`config.mk`:
```
export PLATFORM = sky130hd
export DESIGN_NAME = shift_arbiter_4bit
export DESIGN_NICKNAME = d
export VERILOG_FILES = /design/src/rtl/shift_arb_pkg.sv /design/src/rtl/rotate_core_4bit.sv /design/src/rtl/shift_arbiter_4bit.sv
export SDC_FILE = /design/constraint.sdc
export NUM_CORES = 1
export LEC_CHECK = 0
export ABC_CLOCK_PERIOD_IN_PS = 1800
export BUFFER_PORTS_ARGS = -buffer_cell sky130_fd_sc_hd__buf_2
export CORE_MARGIN = 4
export CORE_UTILIZATION = 50
export CTS_BUF_LIST = sky130_fd_sc_hd__clkbuf_16
export DETAILED_ROUTE_END_ITERATION = 10
export PLACE_DENSITY_LB_ADDON = 0.15
export SLEW_MARGIN = 20
export SYNTH_ARGS = -nofsm -noshare
export SYNTH_HDL_FRONTEND = slang
export SYNTH_HIERARCHICAL = 1
export SYNTH_SLANG_ARGS = --single-unit
```
`constraint.sdc`:
```
create_clock -name clk -period 1.8 [get_ports clk]
set_input_delay 0.54 -clock clk [delete_from_list [all_inputs] [get_ports clk]]
set_output_delay 0.54 -clock clk [all_outputs]
set_load 0.01 [all_outputs]
```
`src/rtl/shift_arb_pkg.sv`:
```
// Shared types and constants for the rotate-operation arbiter.
package shift_arb_pkg;

    localparam int unsigned DATA_W = 4;
    localparam int unsigned AMT_W  = 2;

    typedef enum logic [1:0] {
        IDLE = 2'd0,
        EXEC = 2'd1,
        RESP = 2'd2
    } state_t;

    localparam logic DIR_LEFT  = 1'b0;
    localparam logic DIR_RIGHT = 1'b1;

    // Operand captured at acceptance, held through EXEC.
    typedef struct packed {
        logic [DATA_W-1:0] data;
        logic [AMT_W-1:0]  amt;
        logic              dir;
        logic              id;
    } op_t;

endpackage

```
`src/rtl/rotate_core_4bit.sv`:
```
// Purely combinational 4-bit circular rotate, left or right by 0-3.
module rotate_core_4bit
    import shift_arb_pkg::*;
(
    input  logic [DATA_W-1:0] d,
    input  logic [AMT_W-1:0]  amt,
    input  logic              dir,
    output logic [DATA_W-1:0] y
);

    always_comb begin
        y = d;
        if (dir == DIR_LEFT) begin
            case (amt)
                2'd1:    y = {d[2:0], d[3]};
                2'd2:    y = {d[1:0], d[3:2]};
                2'd3:    y = {d[0], d[3:1]};
                default: y = d;
            endcase
        end else begin
            case (amt)
                2'd1:    y = {d[0], d[3:1]};
                2'd2:    y = {d[1:0], d[3:2]};
                2'd3:    y = {d[2:0], d[3]};
                default: y = d;
            endcase
        end
    end

endmodule

```
`src/rtl/shift_arbiter_4bit.sv`:
```
// Two-requester arbiter feeding a shared rotate unit; one operation in flight,
// result held on rsp_* until the consumer takes it.
module shift_arbiter_4bit
    import shift_arb_pkg::*;
#(
    parameter bit FIXED_PRIO = 1'b0
) (
    input  logic              clk,
    input  logic              rst_n,
    input  logic              req0_valid,
    output logic              req0_ready,
    input  logic [DATA_W-1:0] req0_data,
    input  logic [AMT_W-1:0]  req0_amt,
    input  logic              req0_dir,
    input  logic              req1_valid,
    output logic              req1_ready,
    input  logic [DATA_W-1:0] req1_data,
    input  logic [AMT_W-1:0]  req1_amt,
    input  logic              req1_dir,
    output logic              rsp_valid,
    input  logic              rsp_ready,
    output logic [DATA_W-1:0] rsp_data,
    output logic              rsp_id,
    output logic              busy
);

    state_t            state;
    state_t            state_nxt;
    logic              ptr;
    op_t               op;
    op_t               op_in;
    logic              grant0;
    logic              grant1;
    logic [DATA_W-1:0] rot_y;

    // Grant decision; gated by rst_n so ready stays low during reset.
    always_comb begin
        grant0 = 1'b0;
        grant1 = 1'b0;
        if (state == IDLE && rst_n) begin
            if (FIXED_PRIO) begin
                grant0 = req0_valid;
                grant1 = req1_valid && !req0_valid;
            end else if (req0_valid && req1_valid) begin
                grant0 = !ptr;
                grant1 = ptr;
            end else begin
                grant0 = req0_valid;
                grant1 = req1_valid;
            end
        end
    end

    assign req0_ready = grant0;
    assign req1_ready = grant1;
    assign busy       = (state != IDLE);

    always_comb begin
        op_in = '{data: req0_data, amt: req0_amt, dir: req0_dir, id: 1'b0};
        if (grant1) begin
            op_in = '{data: req1_data, amt: req1_amt, dir: req1_dir, id: 1'b1};
        end
    end

    always_ff @(posedge clk or negedge rst_n) begin
        if (!rst_n) begin
            state <= IDLE;
        end else begin
            state <= state_nxt;
        end
    end

    always_comb begin
        state_nxt = state;
        case (state)
            IDLE:    if (grant0 || grant1) state_nxt = EXEC;
            EXEC:    state_nxt = RESP;
            RESP:    if (rsp_ready) state_nxt = IDLE;
            default: state_nxt = IDLE;
        endcase
    end

    rotate_core_4bit u_rot (
        .d   (op.data),
        .amt (op.amt),
        .dir (op.dir),
        .y   (rot_y)
    );

    // Operand latch, round-robin pointer and response register.
    always_ff @(posedge clk or negedge rst_n) begin
        if (!rst_n) begin
            op        <= '0;
            ptr       <= 1'b0;
            rsp_valid <= 1'b0;
            rsp_data  <= '0;
            rsp_id    <= 1'b0;
        end else begin
            if (grant0 || grant1) begin
                op  <= op_in;
                ptr <= grant0;
            end
            if (state == EXEC) begin
                rsp_valid <= 1'b1;
                rsp_data  <= rot_y;
                rsp_id    <= op.id;
            end else if (state == RESP && rsp_ready) begin
                rsp_valid <= 1'b0;
            end
        end
    end

endmodule

```
# Word-level counts from Yosys, hierarchy flattened
# Index checks and enable logic that the tools add are counted.
# totals
wordCells	38
input_bits	19
reg_bits	17
output_inout_bits	9
# classes
reduce_logical	9
eq_ne	7
n_mux	13
# ops
cell	count
$pmux W4 S3	2
$mux W8	1
$eq A2 B2 Y1 const B	3
$mux W1	6
$pmux W2 S3	1
$eq A2 B1 Y1 const B	2
$mux W2	2
$mux W4	1
$reduce_bool A2 Y1	2
$logic_and A1 B1 Y1	3
$logic_not A2 Y1	1
$ne A2 B1 Y1 const B	1
$ne A2 B2 Y1 const B	1
$reduce_and A2 Y1	1
$logic_not A1 Y1	1
$logic_or A1 B1 Y1	1

# Depth between registers and ports, before layout
# Gate-level depths: netlist of run 1.
# logic_depth
ltp_word	6
mapped_depth	6
ltp_nobuf	4

# By module
# The synthesis of run 1 kept the hierarchy.
# modules_own_cells
module	instances	area_per_inst_um2	seq_area_each_um2	cells_each
shift_arbiter_4bit	1	823.3	425.4	78
rotate_core_4bit	1	157.7	0.0	24

# Worst setup path before layout of run 1
# No wires, ideal clock.
# synth_timing
path_kind	input to output
start	in rst_n
end	out req0_ready
required_time_ns	1.260
arrival_ns	1.316
stages	4
path_slack_ns	-0.056
n_path_buf	1
path_cell_list	nor3b_2 > buf_4 > nand2_1 > a21oi_1
# synth_between
elab_chain_len	2
# synth_rtl
item	line_no	text
start: declaration	shift_arbiter_4bit.sv:9	input logic rst_n,
$logic_and A1 B1 Y1	shift_arbiter_4bit.sv:40	if (state == IDLE && rst_n) begin
$mux W1	shift_arbiter_4bit.sv:40	
end: declaration	shift_arbiter_4bit.sv:11	output logic req0_ready,
# No other way between the ends.

# Final worst setup path of run 1
# layout_timing
start	reg state[1]
end	out req1_ready
# layout_between
elab_chain_len	3
# layout_rtl
item	line_no	text
start: declaration	shift_arbiter_4bit.sv:27	state_t state;
start signal: assignment	shift_arbiter_4bit.sv:69	state <= state_nxt;
$logic_not A2 Y1	shift_arbiter_4bit.sv:40	
$logic_and A1 B1 Y1	shift_arbiter_4bit.sv:40	
$mux W1	shift_arbiter_4bit.sv:40	
end: declaration	shift_arbiter_4bit.sv:16	output logic req1_ready,
# No other way between the ends.

==> out/metrics.csv, run 1 <==
stage,metric,value,unit
outcome,status,finished with violations,
outcome,failing checks,setup timing,
critical_path,critical path required time,1260,ps
clocking,CTS H-tree lvls,1,
synth,synth top area cells,"dfrtp_1 (43%), a31oi_1 (7.0%), mux2_2 (5.7%)",
clocking,"Clk pin slew, worst setup/hold paths",50,ps
detailed_routing,post-route antenna net violation count,0,
finish,layout cell share with drive strength beyond 1,41.18,%
finish,fillers,144,
global_routing,initial antenna violation count,0,
critical_path,WS Path Type,flip-flop to primary output,
synth,Main synth FF type,dfrtp_1,
clocking,CTS Hold Bufs,0,
synth,"EDFF count, synth",0,
timing,pin slew with the least headroom to its limit,432.7,ps
timing,achievable clock frequency,525.0,MHz
clocking,CTS sink cnt,17,
timing,Setup-failing EPs final,2,
critical_path,CP max FO,2,
clocking,Inserted Clock Buffers,3,
run,Max-Cap Viols,0,
synth,Netlist cell types,29,
synth,synth cell count leaders,"dfrtp_1 (17), a31oi_1 (11), nand2_1 (10), a21oi_1 (9)",
power_and_ir_drop,P per Cell Area,1553,mW/mm^2
timing,final hold violations,0,
detailed_routing,first-pass iteration count of the detailed router,4,
critical_path,max incr delay on CP,420,ps
critical_path,Worst path slowest cell,or3b_4,
synth,syn_nets,121,
detailed_routing,Detailed Route WL,2.388,mm
timing,Final Max Tran Viols,0,
detailed_routing,DRC,0,
floorplanning,die height,52.30,microns
timing,Final period util,105.8,%
critical_path,type of destination of the critical path,primary output,
synth,Yosys warnings,6,
power_and_ir_drop,final total power,2.003,mW
critical_path,startpoint types,flip-flop,
global_routing,met2 Track Usage GR,32.02,%
power_and_ir_drop,static leakage,0.5867,nW
timing,total negative slack,-172.6,ps
global_routing,met1 usage,26.75,%
synth,most common cell in the netlist,dfrtp_1,
global_routing,vias in the first global route,881,
hold_path,Hold Crit Class,primary input to async pin,
finish,final instance area,0.001290,sq mm
finish,synthesis-to-finish area growth,31.51,%
finish,Sequential Area,425.4,sq um
synth,cell count after synthesis,102,
floorplanning,total I/O pin count,28,
placed_design,Final GP Congestion,0.9089,
clocking,Root Driver,clkbuf_16,
clocking,worst-case clock buffer depth,2,
global_routing,pin count of the biggest net entering global routing,16,
synth,Post-synth ARST share,100.0,%
finish,diode count,0,
detailed_routing,Via density,5.764,
critical_path,CP Cell Sequence,or3b_4 -> nor3_4 -> buf_2,
finish,Multi-input gate area,514.2,sq um
timing,skew final,1.517,ps
synth,#FFs+latches synth,17,
placed_design,dpl hpwl,1.793,mm
critical_path,CP arrival,1360,ps
clocking,Worst-Skew Late Latency,250,ps
floorplanning,Site Rows,15,
timing,fin crit period,1905,ps
critical_path,critical path buffer and inverter count,1,
placed_design,dpl cell area,0.001184,sq mm
synth,sequential fraction of the synthesis area,43.37,%
floorplanning,Core ar.,0.001783,sq mm
global_routing,GR peak layer,met2,
timing,relative slew slack,71.16,%
placed_design,port bufs,27,
synth,syn_area_per_cell,9.617,sq um
critical_path,Top delay family on crit path,simple AND/OR/NAND/NOR gates,
detailed_routing,via count,928,
floorplanning,die area,0.002735,sq mm
global_routing,GRT Overall Usage,20.01,%
floorplanning,Initial Util,55.02,%
synth,Yosys top cell area share,43.37,%
global_routing,grt ovf,0,
detailed_routing,post-DR wirelength/cell,14.83,microns
floorplanning,Die Wd,52.30,microns
timing,Final Worst Setup Slack,-104.8,ps
clocking,CTS tree,done,
synth,Syn Std Cell Area,980.9,sq um
power_and_ir_drop,worst vdd ir,0.0009244,V
timing,RSZ-0062 raised after global routing,yes,
synth,cell taking the most area after synthesis,dfrtp_1,
timing,hold slack,208.5,ps
finish,fin util,72.35,%
global_routing,met3 Resource Use GR,2.849,%
finish,Layout Nets,156,
global_routing,first-pass GRT wire length,4.050,mm
detailed_routing,Iteration-0 DRC Markers,35,
-- path summary, 6_finish.rpt --
check	from	to	slack, ps	cells after the start
max	state[1]	req1_ready	-100	3
min reg2reg	op[0]	op[0]	480	1
max reg2reg	state[1]	op[6]	310	4
min in group clk	op[0]	op[0]	480	1
max in group asynchronous	rst_n	state[1]	1400	3
min	rst_n	op[1]	210	2
-- worst reg2reg max path, stage by stage (launching register included) --
cell and delay, ps:
dfrtp_1 380, or3b_4 420, buf_4 170, o31ai_1 270, a31oi_1 120
-- layout by cell type, fill, tap and decap left out, types with 2 or more instances in the layout --
cell,Yosys,routed
a211oi_1,4,4
a21o_1,2,2
a21oi_1,9,8
a31oi_1,11,11
buf_2,2,26
buf_4,1,10
buf_6,2,2
clkbuf_16,0,3
dfrtp_1,17,17
mux2_2,5,5
nand2_1,10,9
nand4_1,7,7
nor2_1,2,2
nor2b_1,5,5
o21ai_0,3,3
o31ai_1,7,7
-- repair_timing --
| action | 4_1_cts | 5_1_grt |
|---|---|---|
| pin swaps | 1 | 2 |
| setup buffers | 0 | 1 |
| setup endpoints to repair | 2 | 3 |
| cloned | 0 | 0 |
| resized for setup | 2 | 3 |
-- metal layers --
layer  up-vias  share of wire [%]
met3         6                4.1
met5         -                  0
met1       450                 42
met2        24                 52
li1        448                  -
met4         0                2.1
-- power breakdown --
| part | leakage (nW) | internal (mW) | switching (mW) |
|---|---|---|---|
| clock | 0.0409 | 0.297 | 0.147 |
| combinational | 0.349 | 0.406 | 0.411 |
| sequential | 0.197 | 0.550 | 0.191 |
-- registers in the layout, indices dropped and copies added (netlist names) --
| signal | cells |
|---|---|
| rsp_data | 4 |
| rsp_id | 1 |
| ptr | 1 |
| state | 2 |
| op | 8 |
| rsp_valid | 1 |
-- logic make-up after synthesis --
family | Yosys count | share of synthesized area [%]
and+or+nand+nor | 31 | 18.11
muxes | 5 | 5.739
xor gates and xnor gates | 2 | 3.317
AOI/OAI and AO/OA | 36 | 23.09
buffers and inverters | 11 | 6.377
DFF | 17 | 43.37
-- area by class of cell --
| class | count | area share, % |
|---|---|---|
| Tap cell | 25 | 2.425 |
| Clock buffer | 3 | 5.820 |
| Timing Repair Buffer | 38 | 17.65 |
| Clock inverter | 1 | 0.3880 |
| Multi-Input combinational cell | 74 | 39.86 |
| Inverter | 3 | 0.8729 |
| Sequential cell | 17 | 32.98 |
-- metrics by stage --
| step | setup WS (ps) | instances |
|---|---|---|
| 2_1_floorplan | 2.298 | 102 |
| 3_3_place_gp | -140.7 | 156 |
| 3_5_place_dp | -130.0 | 156 |
| 4_1_cts | -114.4 | 160 |
| 5_1_grt | -160.7 | 161 |
| 6_report | -104.8 | 161 |
No activity file was read; power rests on OpenSTA's default activity.
==> run 2, diff against run 1 <==
--- a/config.mk
+++ b/config.mk
@@ -12,6 +12,7 @@
 export CTS_BUF_LIST = sky130_fd_sc_hd__clkbuf_16
 export DETAILED_ROUTE_END_ITERATION = 10
 export PLACE_DENSITY_LB_ADDON = 0.15
+export REMOVE_ABC_BUFFERS = 1
 export SLEW_MARGIN = 20
 export SYNTH_ARGS = -nofsm -noshare
 export SYNTH_HDL_FRONTEND = slang
==> constraint.sdc (replaced) <==
create_clock -name clk -period 1.8 [get_ports clk]
set_input_delay 0.18 -clock clk [delete_from_list [all_inputs] [get_ports clk]]
set_output_delay 0.18 -clock clk [all_outputs]
set_load 0.01 [all_outputs]
==> run 2 against run 1 <==
  * The flow now finishes without violations
  * Critical path depth is the same
  * Count of clock-buffer cells in the layout is the same
  * Non-clock buffer count decreased by 7
  * Critical path type unchanged
  * Critical endpoint unchanged
  * Highest routed layer is now met3
==> out/metrics.csv, run 2 (same netlist as run 1, synthesis figures left out) <==
stage,metric,value,unit,change
clocking,Worst-Skew Late Latency,250,ps,about the same
finish,Layout Nets,149,,was 156
timing,fin crit period,1696,ps,was 1905 ps
finish,diode count,0,,unchanged
timing,Setup-failing EPs final,0,,was 2
placed_design,dpl hpwl,1.644,mm,was 1.793 mm
timing,final hold violations,0,,unchanged
floorplanning,Site Rows,15,,unchanged
finish,most frequent cells in the layout,"buf_2 (27), dfrtp_1 (17), a31oi_1 (11), nand2_1 (10), a21oi_1 (9)",,"was buf_2 (26), dfrtp_1 (17), a31oi_1 (11), buf_4 (10), nand2_1 (9)"
floorplanning,total I/O pin count,28,,unchanged
placed_design,pre-CTS setup slack,258.7,ps,was -130.0 ps
detailed_routing,post-route antenna net violation count,0,,unchanged
timing,hold slack,192.5,ps,was 208.5 ps
timing,total negative slack,0,ps,was -172.6 ps
clocking,setup bufs post-CTS,0,,unchanged
finish,final instance area,0.001214,sq mm,was 0.001290 sq mm
timing,relative slew slack,59.55,%,was 71.16%
global_routing,initial antenna violation count,0,,unchanged
detailed_routing,Iteration-0 DRC Markers,22,,was 35
power_and_ir_drop,sequential power share,38.4,%,was 37.0%
clocking,Inserted Clock Buffers,3,,unchanged
clocking,worst-case clock buffer depth,2,,unchanged
global_routing,GRT Overall Usage,18.19,%,was 20.01%
timing,Final Worst Setup Slack,104.2,ps,was -104.8 ps
power_and_ir_drop,Clk pwr share,22.8,%,was 22.2%
detailed_routing,via count,899,,was 928
critical_path,type of destination of the critical path,primary output,,unchanged
clocking,CTS sink cnt,17,,unchanged
floorplanning,die height,52.30,microns,unchanged
power_and_ir_drop,Psw,0.7245,mW,was 0.7494 mW
clocking,CTS H-tree lvls,1,,unchanged
clocking,CTS tree,done,,unchanged
floorplanning,Initial Util,55.02,%,unchanged
detailed_routing,Via density,5.838,,was 5.764
finish,Multi-input gate area,495.5,sq um,was 514.2 sq um
power_and_ir_drop,Int Pwr,1.213,mW,was 1.253 mW
global_routing,first-pass GRT wire length,3.732,mm,was 4.050 mm
detailed_routing,Detailed Route WL,2.287,mm,was 2.388 mm
critical_path,CP arrival,1520,ps,was 1360 ps
clocking,Root Driver,clkbuf_16,,unchanged
floorplanning,Core ar.,0.001783,sq mm,unchanged
detailed_routing,DRC,0,,unchanged
finish,Largest regs,"op (8), rsp_data (4), state (2)",,unchanged
power_and_ir_drop,P per Cell Area,1596,mW/mm^2,was 1553 mW/mm^2
floorplanning,Die Wd,52.30,microns,unchanged
critical_path,WS Path Type,flip-flop to primary output,,unchanged
placed_design,dpl cells,148,,was 156
timing,pin slew with the least headroom to its limit,605.6,ps,was 432.7 ps
finish,Top reg by flops,op,,unchanged
run,Max-Cap Viols,0,,unchanged
finish,fin util,68.07,%,was 72.35%
finish,"commonest non-fill, non-tap cell in the layout",buf_2,,unchanged
power_and_ir_drop,static leakage,0.5443,nW,was 0.5867 nW
finish,final cell count without fillers,154,,was 161
finish,max FFs per register,8,,unchanged
timing,Final Max Tran Viols,0,,unchanged
power_and_ir_drop,Logic pwr share,38.7,%,was 40.8%
critical_path,startpoint types,flip-flop,,unchanged
global_routing,pin count of the biggest net entering global routing,13,,was 16
detailed_routing,first-pass iteration count of the detailed router,4,,unchanged
detailed_routing,post-DR wirelength/cell,14.85,microns,was 14.83 microns
finish,synthesis-to-finish area growth,23.72,%,was 31.51%
placed_design,Final GP Congestion,0.8364,,was 0.9089
critical_path,CP max FO,9,,was 2
placed_design,port bufs,27,,unchanged
global_routing,vias in the first global route,858,,was 881
timing,RSZ-0062 raised after global routing,no,,was yes
floorplanning,die area,0.002735,sq mm,unchanged
global_routing,grt ovf,0,,unchanged
outcome,status,"complete, no violations",,was finished with violations
clocking,"Clk pin slew, worst setup/hold paths",50,ps,about the same
power_and_ir_drop,final total power,1.937,mW,was 2.003 mW
critical_path,critical path required time,1620,ps,was 1260 ps
finish,Sequential Area,425.4,sq um,unchanged
hold_path,Hold Crit Class,primary input to flip-flop,,was primary input to async pin
finish,layout cell share with drive strength beyond 1,34.88,%,was 41.18%
power_and_ir_drop,worst vdd ir,0.001048,V,was 0.0009244 V
timing,skew final,2.302,ps,was 1.517 ps
timing,Final period util,94.21,%,was 105.8%
power_and_ir_drop,Net Sw Frac,37.40,%,was 37.42%
timing,achievable clock frequency,589.7,MHz,was 525.0 MHz
finish,fillers,150,,was 144
placed_design,dpl cell area,0.001111,sq mm,was 0.001184 sq mm
[run 2: critical path: stages (launching register included)]
cell and delay, ps:
dfrtp_1 430, or3b_4 490, nor3_2 190, buf_2 160
[run 2: what timing repair did]
action | in CTS | in global routing
endpoints found under the setup margin | 0 | 1
hold endpoints to repair | 5 | 0
resized for setup | 0 | 1
hold buffers | 2 | 0
[run 2: layer usage]
| layer | part of all wire [%] | GRT usage, % | up-vias |
|---|---|---|---|
| met2 | 51 | 29.75 | 38 |
| met1 | 42 | 23.83 | 430 |
| met4 | 0 | 2.979 | 0 |
| li1 | - | - | 431 |
| met5 | 0 | 0 | - |
| met3 | 6.9 | 5.698 | 0 |
[run 2: power groups by stage]
stage / Sequential (mW) / Clock [mW] / Combinational (mW)
after global placement: 0.739 / 0 / 0.723
after global routing: 0.773 / 0.463 / 0.834
after CTS: 0.744 / 0.444 / 0.747
after detailed placement: 0.748 / 0 / 0.740
after floorplan: 0.743 / 0 / 0.492
final: 0.745 / 0.442 / 0.750
[run 2: layout make-up]
type	instances	share of cell area [%]
multi-input cells	74	40.82
flip-flops and latches	17	35.05
repair buffers	31	14.02
clock buffers	3	6.186
well taps	25	2.577
inverters	3	0.9278
clock inverters	1	0.4124
[run 2: final timing paths]
check	startpoint	to	slack (ps)	cells past startpoint
setup / recovery	state[1]	req1_ready	100	3
hold / removal	req0_data[2]	op[6]	190	3
setup reg to reg	state[1]	op[2]	330	3
hold reg to reg	op[0]	op[0]	500	1
max in group asynchronous	rst_n	op[3]	1190	3
min in group asynchronous	rst_n	state[1]	370	2
